--- config.mk ---
export PLATFORM = sky130hd
export DESIGN_NAME = multicycle_main_control
export DESIGN_NICKNAME = d
export VERILOG_FILES = /design/src/rtl/mcpu_ctrl_pkg.sv /design/src/rtl/mctrl_output_decode.sv /design/src/rtl/multicycle_main_control.sv
export SDC_FILE = /design/constraint.sdc
export NUM_CORES = 1
export LEC_CHECK = 0
export CAP_MARGIN = 40
export CORE_UTILIZATION = 34
export CTS_CLUSTER_DIAMETER = 100
export DETAILED_ROUTE_END_ITERATION = 8
export GPL_TIMING_DRIVEN = 1
export HOLD_SLACK_MARGIN = 0.1
export PLACE_DENSITY_LB_ADDON = 0.2
export REMOVE_ABC_BUFFERS = 1
export SETUP_SLACK_MARGIN = 0.3
export SYNTH_ARGS = -nofsm -noshare
export SYNTH_HDL_FRONTEND = slang
export SYNTH_SLANG_ARGS = --single-unit
--- constraint.sdc ---
create_clock -name clk -period 1.37 [get_ports clk]
set_clock_uncertainty 0.05 [all_clocks]
set_input_delay 0.2055 -clock clk [delete_from_list [all_inputs] [get_ports clk]]
set_output_delay 0.2055 -clock clk [all_outputs]
set_load 0.01 [all_outputs]
--- src/rtl/mcpu_ctrl_pkg.sv ---
// Shared encodings for the multicycle MIPS main control: states, opcodes, ALU/mux selects
// and the packed control word driven onto the datapath.
package mcpu_ctrl_pkg;

    localparam int unsigned STATE_BITS = 4;
    localparam int unsigned OPCODE_W   = 6;

    typedef enum logic [STATE_BITS-1:0] {
        S_FETCH  = 4'd0,
        S_DECODE = 4'd1,
        S_MEMADR = 4'd2,
        S_MEMRD  = 4'd3,
        S_MEMWB  = 4'd4,
        S_MEMWR  = 4'd5,
        S_EXEC   = 4'd6,
        S_RTWB   = 4'd7,
        S_BRANCH = 4'd8,
        S_JUMP   = 4'd9,
        S_ADDIEX = 4'd10,
        S_ADDIWB = 4'd11
    } state_t;

    localparam logic [OPCODE_W-1:0] OP_RTYPE = 6'b000000;
    localparam logic [OPCODE_W-1:0] OP_LW    = 6'b100011;
    localparam logic [OPCODE_W-1:0] OP_SW    = 6'b101011;
    localparam logic [OPCODE_W-1:0] OP_BEQ   = 6'b000100;
    localparam logic [OPCODE_W-1:0] OP_J     = 6'b000010;
    localparam logic [OPCODE_W-1:0] OP_ADDI  = 6'b001000;

    localparam logic [1:0] ALUOP_ADD   = 2'b00;
    localparam logic [1:0] ALUOP_SUB   = 2'b01;
    localparam logic [1:0] ALUOP_FUNCT = 2'b10;

    localparam logic [1:0] SRCB_B       = 2'b00;
    localparam logic [1:0] SRCB_FOUR    = 2'b01;
    localparam logic [1:0] SRCB_IMM     = 2'b10;
    localparam logic [1:0] SRCB_IMM_SH2 = 2'b11;

    localparam logic [1:0] PCSRC_ALU    = 2'b00;
    localparam logic [1:0] PCSRC_ALUOUT = 2'b01;
    localparam logic [1:0] PCSRC_JUMP   = 2'b10;

    typedef struct packed {
        logic       pc_write;
        logic       pc_write_cond;
        logic       i_or_d;
        logic       mem_read;
        logic       mem_write;
        logic       ir_write;
        logic       mem_to_reg;
        logic       reg_dst;
        logic       reg_write;
        logic       alu_src_a;
        logic [1:0] alu_src_b;
        logic [1:0] alu_op;
        logic [1:0] pc_source;
    } ctrl_t;

endpackage

--- src/rtl/mctrl_output_decode.sv ---
// Purely combinational state -> control word decode (Moore outputs, ungated).
// ADDI states decode only when MCTRL_ADDI_EN is defined.
import mcpu_ctrl_pkg::*;

module mctrl_output_decode (
    input  state_t state,
    output ctrl_t  ctrl
);

    always_comb begin
        ctrl = '0;
        case (state)
            S_FETCH: begin
                ctrl.mem_read  = 1'b1;
                ctrl.ir_write  = 1'b1;
                ctrl.pc_write  = 1'b1;
                ctrl.alu_src_b = SRCB_FOUR;
                ctrl.alu_op    = ALUOP_ADD;
                ctrl.pc_source = PCSRC_ALU;
            end
            S_DECODE: begin
                ctrl.alu_src_b = SRCB_IMM_SH2;
                ctrl.alu_op    = ALUOP_ADD;
            end
            S_MEMADR: begin
                ctrl.alu_src_a = 1'b1;
                ctrl.alu_src_b = SRCB_IMM;
                ctrl.alu_op    = ALUOP_ADD;
            end
            S_MEMRD: begin
                ctrl.mem_read = 1'b1;
                ctrl.i_or_d   = 1'b1;
            end
            S_MEMWB: begin
                ctrl.reg_write  = 1'b1;
                ctrl.mem_to_reg = 1'b1;
            end
            S_MEMWR: begin
                ctrl.mem_write = 1'b1;
                ctrl.i_or_d    = 1'b1;
            end
            S_EXEC: begin
                ctrl.alu_src_a = 1'b1;
                ctrl.alu_src_b = SRCB_B;
                ctrl.alu_op    = ALUOP_FUNCT;
            end
            S_RTWB: begin
                ctrl.reg_write = 1'b1;
                ctrl.reg_dst   = 1'b1;
            end
            S_BRANCH: begin
                ctrl.alu_src_a     = 1'b1;
                ctrl.alu_src_b     = SRCB_B;
                ctrl.alu_op        = ALUOP_SUB;
                ctrl.pc_write_cond = 1'b1;
                ctrl.pc_source     = PCSRC_ALUOUT;
            end
            S_JUMP: begin
                ctrl.pc_write  = 1'b1;
                ctrl.pc_source = PCSRC_JUMP;
            end
`ifdef MCTRL_ADDI_EN
            S_ADDIEX: begin
                ctrl.alu_src_a = 1'b1;
                ctrl.alu_src_b = SRCB_IMM;
                ctrl.alu_op    = ALUOP_ADD;
            end
            S_ADDIWB: begin
                ctrl.reg_write = 1'b1;
            end
`endif
            default: ctrl = '0;
        endcase
    end

endmodule

--- src/rtl/multicycle_main_control.sv ---
// Multicycle MIPS main control FSM: state register, opcode-driven sequencing, mem_ready
// gating of fetch writes and reset masking. Optional addi support via MCTRL_ADDI_EN.
import mcpu_ctrl_pkg::*;

module multicycle_main_control #(
    parameter int unsigned STATE_W = 4
) (
    input  logic               clk,
    input  logic               reset,
    input  logic [5:0]         opcode,
    input  logic               mem_ready,
    output logic               PCWrite,
    output logic               PCWriteCond,
    output logic               IorD,
    output logic               MemRead,
    output logic               MemWrite,
    output logic               IRWrite,
    output logic               MemtoReg,
    output logic               RegDst,
    output logic               RegWrite,
    output logic               ALUSrcA,
    output logic [1:0]         ALUSrcB,
    output logic [1:0]         ALUOp,
    output logic [1:0]         PCSource,
    output logic               illegal_op,
    output logic [STATE_W-1:0] state
);

    state_t state_q;
    state_t state_d;
    logic   op_legal;
    ctrl_t  ctrl_raw;
    ctrl_t  ctrl_out;
    logic   illegal;

    always_ff @(posedge clk or posedge reset) begin
        if (reset) state_q <= S_FETCH;
        else       state_q <= state_d;
    end

    // Next-state sequencing; memory states hold until mem_ready
    always_comb begin
        state_d  = S_FETCH;
        op_legal = 1'b1;
        case (state_q)
            S_FETCH:  state_d = mem_ready ? S_DECODE : S_FETCH;
            S_DECODE: begin
                case (opcode)
                    OP_LW, OP_SW: state_d = S_MEMADR;
                    OP_RTYPE:     state_d = S_EXEC;
                    OP_BEQ:       state_d = S_BRANCH;
                    OP_J:         state_d = S_JUMP;
`ifdef MCTRL_ADDI_EN
                    OP_ADDI:      state_d = S_ADDIEX;
`endif
                    default: begin
                        state_d  = S_FETCH;
                        op_legal = 1'b0;
                    end
                endcase
            end
            S_MEMADR: state_d = (opcode == OP_SW) ? S_MEMWR : S_MEMRD;
            S_MEMRD:  state_d = mem_ready ? S_MEMWB : S_MEMRD;
            S_MEMWB:  state_d = S_FETCH;
            S_MEMWR:  state_d = mem_ready ? S_FETCH : S_MEMWR;
            S_EXEC:   state_d = S_RTWB;
            S_RTWB:   state_d = S_FETCH;
            S_BRANCH: state_d = S_FETCH;
            S_JUMP:   state_d = S_FETCH;
`ifdef MCTRL_ADDI_EN
            S_ADDIEX: state_d = S_ADDIWB;
            S_ADDIWB: state_d = S_FETCH;
`endif
            default:  state_d = S_FETCH;
        endcase
    end

    mctrl_output_decode u_decode (
        .state (state_q),
        .ctrl  (ctrl_raw)
    );

    // Fetch writes wait for the instruction word; reset forces everything low at once
    always_comb begin
        ctrl_out = ctrl_raw;
        illegal  = (state_q == S_DECODE) && !op_legal;
        if (state_q == S_FETCH) begin
            ctrl_out.pc_write = ctrl_raw.pc_write & mem_ready;
            ctrl_out.ir_write = ctrl_raw.ir_write & mem_ready;
        end
        if (reset) begin
            ctrl_out = '0;
            illegal  = 1'b0;
        end
    end

    assign PCWrite     = ctrl_out.pc_write;
    assign PCWriteCond = ctrl_out.pc_write_cond;
    assign IorD        = ctrl_out.i_or_d;
    assign MemRead     = ctrl_out.mem_read;
    assign MemWrite    = ctrl_out.mem_write;
    assign IRWrite     = ctrl_out.ir_write;
    assign MemtoReg    = ctrl_out.mem_to_reg;
    assign RegDst      = ctrl_out.reg_dst;
    assign RegWrite    = ctrl_out.reg_write;
    assign ALUSrcA     = ctrl_out.alu_src_a;
    assign ALUSrcB     = ctrl_out.alu_src_b;
    assign ALUOp       = ctrl_out.alu_op;
    assign PCSource    = ctrl_out.pc_source;
    assign illegal_op  = illegal;
    assign state       = STATE_W'(state_q);

endmodule

==> impl_metrics.toml, run 1 <==
[drt]
vias_per_cell = 5.76
via_count = 835
drtPass1Iterations = 6
ant_nets = 0
drc = 1
first_iter_violations = 28
wl_per_cell_um = 18.5
wirelength_um = 2690

[synthesis]
syn_inst = 69
yosysWarnings = 0
syn_area_um2 = 543
synth_top_cell_by_area = "dfrtp_1"
synth-seq-cells = 4
syn_avg_cell_area_um2 = 7.87
synth_seq_area_share = 0.184
synth_cell_types = 36
synth.top_cells.by_area = "dfrtp_1 18%, nor4b_1 4.8%, buf_2 4.6%"
synth_top_area_share = 0.184

[timing]
final_max_slew_viol_count = 0
fin_ws_ps = -476
relSlewSlack = 0.660
whs_ps = 185
final-hold-violation-count = 0
worst_pin_slew_ps = 502
min_period_ps = 1850
max_freq_mhz = 542
setup_viol = 22
period_share = 1.35
rsz0062_at_grt = "true"

[layout]
n_antenna_cell = 0
multi_input_comb_area_um2 = 542
largest_register_ffs = 4
final-seq-area_um2 = 103
area_growth_syn_to_layout_pct = 131
fin_util = 0.831
layout-drive-gt1-share = 0.682
fillers = 91
nNetsFinal = 140

[global_routing]
grt_pass1_wl_um = 3640
track_usage = 0.274
gr-total-overflow = 0
grt_pass1_vias = 750
antenna_found_initial = 0
grt_max_degree = 9

[die]
row_count = 14
die_height_um = 42.0
coreArea_mm2 = 0.00151
start_util = 0.360
die_area_mm2 = 0.00176
io_pins = 30
die-width_um = 42.0

[critical_path]
crit_path_max_fanout = 7
crit_path_end_kind = "output pin"
path_class = "register to output pin"
cp.required_ps = 1110
arrival_ps = 1590
start_kind = "register"

[clock_tree]
clkSlewWorstSetupHoldPaths_ps = 40
clock_path_buffers = 2
postCtsHoldBufs = 0
cts-root-buf = "clkbuf_4"
clk_latency_ps = 240
htree_levels = 1
numCtsBuffers = 3
clkSinkCount = 4
cts_tree = "yes"

[power_and_ir_drop]
cellLeakagePower_nw = 0.583
p_per_area_mw_per_mm2 = 1330
vdd_ir_drop_max_mv = 0.695

[placed_design]
place_ws_ps = -894
dpl.hpwl_um = 1220
gp_congestion = 0.813
io_buffers = 29

[run_status]
status = "finished with violations"
violations = "DRC, setup timing"

[job]
maxCapViolations = 0

[hold_path]
hold_class = "primary input to asynchronous set/reset pin"
==> routing by layer <==
layer  GRT usage  share of wire  wire (um)  vias up
li1            -              -          -      381
met1       0.349           0.39       1050      391
met2       0.472           0.51       1370       55
met3      0.0565          0.077        207        8
met4      0.0581          0.021         57        0
met5           0              0          0        -
==> final cells by class <==
class | instances | share of cell area
repair buffers | 65 | 0.446
multi-input cells | 55 | 0.433
flip-flops and latches | 4 | 0.0819
clock buffers | 3 | 0.0180
well taps | 16 | 0.0160
inverters | 2 | 0.00599
==> through the flow <==
step	cell area, um2	std cells	total power, mW	TNS [ps]
floorplan	495	61	0.572	-3630
global placement	956	126	1.01	-12240
detailed placement	956	126	1.02	-12400
CTS	1130	141	1.41	-6740
global route	1250	145	1.74	-8490
finish	1250	145	1.66	-7300
==> worst paths after layout <==
| kind | startpoint | endpoint | slack, ps | cells past startpoint |
|---|---|---|---|---|
| min in group clk | opcode[1] | state[2]$_DFF_PP0_ | 390 | 3 |
| max reg2reg | state[1]$_DFF_PP0_ | state[2]$_DFF_PP0_ | -370 | 6 |
| min | reset | state[0]$_DFF_PP0_ | 190 | 3 |
| max in group asynchronous | reset | state[2]$_DFF_PP0_ | 910 | 3 |
| min reg2reg | state[3]$_DFF_PP0_ | state[0]$_DFF_PP0_ | 670 | 3 |
| max | state[1]$_DFF_PP0_ | ALUSrcB[1] | -480 | 5 |
==> synthesized netlist by cell type <==
| master | number |
|---|---|
| nor3_2 | 1 |
| inv_1 | 2 |
| nor2b_1 | 2 |
| or2_2 | 1 |
| nor4b_1 | 3 |
| o211ai_1 | 1 |
| nand3b_1 | 3 |
| a31o_2 | 1 |
| nor4bb_1 | 1 |
| o311ai_2 | 1 |
| nor3_1 | 3 |
| and3b_1 | 1 |
| o21ai_0 | 3 |
| or2b_1 | 1 |
| nor2_1 | 6 |
| nand4b_1 | 1 |
| and3_1 | 1 |
| nand3_1 | 2 |
| or3b_2 | 2 |
| nor3b_1 | 3 |
| nor4_1 | 3 |
| or4b_4 | 1 |
| o41ai_1 | 1 |
| buf_4 | 3 |
| or3_1 | 1 |
| nand4bb_1 | 1 |
| xnor2_1 | 1 |
| or3b_1 | 1 |
| nand4_1 | 1 |
| nand2_1 | 3 |
| and4_1 | 1 |
| xor2_1 | 2 |
| a41oi_1 | 1 |
| buf_2 | 5 |
| dfrtp_1 | 4 |
| a21oi_1 | 1 |
==> kinds of logic (layout without fill, tap and decap cells) <==
kind of cell           count (synthesis)  after routing  synth area share
AO/OA/AOI/OAI                          9              9             0.129
AND/OR/NAND/NOR                       43             43             0.537
XOR/XNOR                               3              3            0.0484
flip-flops                             4              4             0.184
buffers and inverters                 10             70             0.101
==> power by group <==
part / total [mW] / switching [mW] / internal (mW)
sequential: 0.193 / 0.0438 / 0.150
clock: 0.152 / 0.0535 / 0.0984
combinational: 1.31 / 0.593 / 0.722
==> placed cells by master (no fill, tap or decap), types with 3 or more instances in the layout <==
| cell type | count |
|---|---|
| buf_4 | 22 |
| buf_6 | 18 |
| buf_2 | 14 |
| clkdlybuf4s50_1 | 6 |
| nand3b_1 | 3 |
| nor3_2 | 3 |
| nor2_1 | 3 |
| nand2_1 | 3 |
| clkbuf_4 | 3 |
==> what timing repair did <==
item	in CTS	in global routing
cloned	0	0
resized for setup	119	20
pin swaps	19	13
endpoints found under the setup margin	25	25
setup buffers	12	4
==> critical path: stages, from the launching register on <==
cell	delay, ps
dfrtp_1	410
buf_6	140
buf_8	130
xor2_2	200
nor4b_2	280
buf_2	190
Note: power is estimated with default switching activity, not from simulation.
==> run 2, diff against run 1 <==
- CORE_MARGIN: default -> 4
==> run 2 against run 1 <==
Compared with the run above: the flow finishes with violations (setup timing); global-route usage is 6.1 points lower; maximum frequency increased by 3.8%; via count is 8.9% higher; first-iteration DRC count increased by 11%; wire length increased by 11%; flip-flop and latch count unchanged; highest routed layer unchanged.
==> impl_metrics.toml, run 2 (synthesized netlist as in run 1, its figures left out) <==
[run_status]
status = "finished with violations"
violations = "setup timing"

[power_and_ir_drop]
p_sw_frac = 0.392
cellLeakagePower_nw = 0.597
p_per_area_mw_per_mm2 = 1390
p_seq_frac = 0.113
internal_power_mw = 1.12
pwr-share-comb = 0.805
vdd_ir_drop_max_mv = 1.18
p_switching_uw = 722
p_clk_frac = 0.081

[placed_design]
place_area_um2 = 971
gp_congestion = 0.756
place_ws_ps = -918
dpl.hpwl_um = 1400
io_buffers = 29
dpl.cell_count = 128

[clock_tree]
cts-root-buf = "clkbuf_4"
clkSinkCount = 4
clkSlewWorstSetupHoldPaths_ps = 40
clock_path_buffers = 2
htree_levels = 1
cts_tree = "yes"
numCtsBuffers = 3
postCtsHoldBufs = 0
clk_latency_ps = 230

[layout]
nNetsFinal = 143
final_common_cell = "buf_4"
layout-drive-gt1-share = 0.705
final_cell_mix = "23 x buf_4, 16 x buf_6, 14 x buf_2"
area_growth_syn_to_layout_pct = 143
stdcell_count = 148
fin_util = 0.876
finalInstanceArea_mm2 = 0.00132
largest_register_ffs = 4
n_antenna_cell = 0

[timing]
final-hold-violation-count = 0
relSlewSlack = 0.776
worst_pin_slew_ps = 332
period_share = 1.30
rsz0062_at_grt = "true"
min_period_ps = 1780
setup_viol = 23
max_freq_mhz = 563
final_max_slew_viol_count = 0
fin_ws_ps = -408
setup_tns_ps = -7030

[drt]
drc = 0
ant_nets = 0
wirelength_um = 2990
first_iter_violations = 31
drtPass1Iterations = 6
via_count = 909
wl_per_cell_um = 20.2
vias_per_cell = 6.14

[critical_path]
cp_top_family = "buffers and inverters"
crit_slowest_cell = "dfrtp_1"
crit_chain = "buf_6, buf_8, xor2_2, nor4_2, buf_2"
r2r_end = "state[2]$_DFF_PP0_"
crit_path_max_fanout = 5
ff2ff_path_depth = 5
arrival_ps = 1520
crit_path_end_kind = "output pin"
r2r_start = "state[3]$_DFF_PP0_"
path_class = "register to output pin"
cp.required_ps = 1110
start_kind = "register"
critPathBufInv = 3
slowest_delay_ps = 390
r2r_slack_ps = -330

[hold_path]
hold_class = "primary input to asynchronous set/reset pin"

[global_routing]
grt_max_degree = 16
grt_pass1_wl_um = 3450
gr-total-overflow = 0
track_usage = 0.212
antenna_found_initial = 0
grt_pass1_vias = 752

[die]
start_util = 0.360
die_height_um = 48.0
die_area_mm2 = 0.00230
die-width_um = 48.0
row_count = 14
coreArea_mm2 = 0.00151
io_pins = 30

[job]
maxCapViolations = 0
[run 2: cell count changes in the layout (fill, tap and decap cells not counted), sizes merged]
| cell | change |
|---|---|
| buf | +2 |
| clkbuf | +2 |
| dlygate4sd2 | -1 |
[run 2: worst max-delay path by stage]
stage,start,end,slack (ps),cells past startpoint
after detailed placement,reset,PCWriteCond,-920,4
after CTS,state[1]$_DFF_PP0_,PCSource[0],-410,3
final,state[0]$_DFF_PP0_,MemRead,-410,5
after global placement,reset,ALUOp[0],-860,4
after global routing,state[1]$_DFF_PP0_,RegWrite,-450,5
after floorplan,state[1]$_DFF_PP0_,ALUOp[0],-620,2
[run 2: worst reg2reg max path, delay by kind of cell (launching register included)]
family / cells / cell delay (ps)
DFF: 1 / 420
AOI/OAI and AO/OA: 1 / 230
and+or+nand+nor: 1 / 510
buffers and inverters: 3 / 390
[run 2: power groups by stage]
stage	combinational (mW)	clock, mW	sequential (mW)
3_3_place_gp	0.807	0	0.187
3_5_place_dp	0.815	0	0.187
5_1_grt	1.54	0.158	0.214
6_report	1.48	0.149	0.209
2_1_floorplan	0.304	0	0.268
4_1_cts	1.06	0.151	0.189
[run 2: routing by layer]
layer | GRT usage | vias up | routed length, um
met3 | 0.0301 | 10 | 247
met1 | 0.292 | 442 | 1200
met5 | 0 | - | 0
li1 | - | 391 | -
met2 | 0.343 | 66 | 1440
met4 | 0.0591 | 0 | 101
[run 2: cell type report]
cell class,instances,area [um2]
timing repair buffer,68,639
multi-input combinational,55,527
fill,83,186
sequential,4,104
clock buffer,3,22.5
tap,16,20.0
inverter,2,7.51
[run 2: timing repair]
item                                    4_1_cts  5_1_grt
endpoints found under the setup margin       25       25
gates resized for setup                     120       25
buffers inserted                              7        8
pin swaps                                    19       13
gates cloned                                  0        2
[run 2: through the flow]
step | hold slack, ps | total power, mW
after detailed placement | 600 | 1.00
after global placement | 595 | 0.994
final | 254 | 1.84
after global routing | 266 | 1.91
after CTS | 190 | 1.40
after floorplan | -78.4 | 0.572
==> run 3, diff against run 2 <==
- CORE_MARGIN: 4 -> 8
- GPL_ROUTABILITY_DRIVEN: default -> 0
==> run 3 against run 2 <==
Compared with the run above: the run still ends with setup timing left; sequential power is 7% lower; setup slack got worse by 32 ps; worst hold slack worse by 110 ps; count of clock-buffer cells in the layout unchanged; wire length is 8.3% lower; clock power about the same; critical path type unchanged; critical endpoint is now IorD; largest power group unchanged; highest routed layer unchanged.
==> impl_metrics.toml, run 3 (synthesized netlist as in run 1, its figures left out) <==
[hold_path]
hold_class = "primary input to asynchronous set/reset pin"

[die]
die_area_mm2 = 0.00313
coreArea_mm2 = 0.00151
io_pins = 30
start_util = 0.360
row_count = 14
die-width_um = 56.0
die_height_um = 56.0

[placed_design]
io_buffers = 29
place_area_um2 = 971
dpl.hpwl_um = 1530

[timing]
setup_tns_ps = -6780
final_max_slew_viol_count = 0
fin_ws_ps = -440
relSlewSlack = 0.773
min_period_ps = 1810
worst_pin_slew_ps = 336
final-hold-violation-count = 0
setup_viol = 23
rsz0062_at_grt = "true"
period_share = 1.32
max_freq_mhz = 552

[job]
maxCapViolations = 0

[layout]
multi_input_comb_area_um2 = 528
nNetsFinal = 144
final-seq-area_um2 = 103
final_common_cell = "buf_6"
n_antenna_cell = 0
fillers = 88
largest_register_ffs = 4
area_growth_syn_to_layout_pct = 138
final_cell_mix = "25 x buf_6, 19 x buf_4, 15 x buf_2"
finalInstanceArea_mm2 = 0.00129
layout-drive-gt1-share = 0.684

[global_routing]
grt_max_degree = 17
grt_pass1_wl_um = 3900
gr-total-overflow = 0
antenna_found_initial = 0
track_usage = 0.148
grt_pass1_vias = 826

[critical_path]
crit_path_start = "state[1]$_DFF_PP0_"
slowest_delay_ps = 430
r2r_end = "state[2]$_DFF_PP0_"
cp_common_cell = "buf_6"
r2r_slack_ps = -280
crit_path_end_kind = "output pin"
path_class = "register to output pin"
cp.required_ps = 1110
crit_slowest_cell = "dfrtp_2"
cp-endpoint = "IorD"
arrival_ps = 1550
ff2ff_path_depth = 5
crit_chain = "buf_6, buf_6, xnor2_1, nor4b_1, buf_2"
start_kind = "register"
r2r_start = "state[2]$_DFF_PP0_"
crit_path_max_fanout = 5

[clock_tree]
clock_path_buffers = 2
cts-root-buf = "clkbuf_4"
clkSinkCount = 4
numCtsBuffers = 3
htree_levels = 1
cts_tree = "yes"
clk_latency_ps = 240
clkSlewWorstSetupHoldPaths_ps = 40
postCtsHoldBufs = 0

[drt]
ant_nets = 0
via_count = 815
drtPass1Iterations = 4
wl_per_cell_um = 18.4
vias_per_cell = 5.47
first_iter_violations = 16
drc = 0
wirelength_um = 2740

[power_and_ir_drop]
cellLeakagePower_nw = 0.589
vdd_ir_drop_max_mv = 0.839
p_per_area_mw_per_mm2 = 1280

[run_status]
status = "finished with violations"
violations = "setup timing"
==> run 3: layer usage <==
layer | up-vias | part of all wire | track usage
li1 | 386 | - | -
met1 | 391 | 0.39 | 0.168
met2 | 33 | 0.53 | 0.246
met3 | 5 | 0.068 | 0.0502
met4 | 0 | 0.018 | 0.0550
met5 | - | 0 | 0
==> run 3: layout make-up <==
cell class	count	area share
Sequential cell	4	0.0792
Multi-Input combinational cell	55	0.408
Clock buffer	3	0.0174
Tap cell	16	0.0155
Inverter	2	0.00580
Timing Repair Buffer	69	0.474
==> run 3: timing repair <==
action | CTS | global route
pin swaps | 18 | 7
gates resized for setup | 130 | 19
endpoints found under the setup margin | 25 | 25
hold endpoints to repair | 0 | 0
setup buffers | 11 | 7
==> run 3: critical path: cells and delay by family, from the launching register on <==
family	cells	cell delay, ps
xor gates and xnor gates	1	120
DFF	1	430
and+or+nand+nor	1	300
buffers and inverters	3	470
==> run 3: worst min path at each step <==
stage / from / endpoint / depth (start not counted)
after detailed placement: reset / state[0]$_DFF_PP0_ / 3
after global placement: reset / state[0]$_DFF_PP0_ / 3
final: reset / state[1]$_DFF_PP0_ / 3
after global routing: reset / state[1]$_DFF_PP0_ / 3
after floorplan: reset / state[0]$_DFF_PP0_ / 1
after CTS: reset / state[1]$_DFF_PP0_ / 3
==> run 3: stage by stage <==
stage | std cells | total power, mW | hold WS [ps] | setup WS (ps) | utilization
2_1_floorplan | 61 | 0.572 | -78.4 | -616 | -
3_3_place_gp | 128 | 1.00 | 575 | -837 | 0.645
3_5_place_dp | 128 | 1.01 | 595 | -873 | 0.645
4_1_cts | 142 | 1.43 | 138 | -401 | 0.763
5_1_grt | 149 | 1.73 | 171 | -508 | 0.860
6_report | 149 | 1.66 | 145 | -440 | 0.860
==> run 3: report_power, final <==
group          internal, mW  leakage, nW  switching, mW
combinational         0.754        0.524          0.563
clock                0.0981       0.0138         0.0510
sequential            0.151       0.0507         0.0428
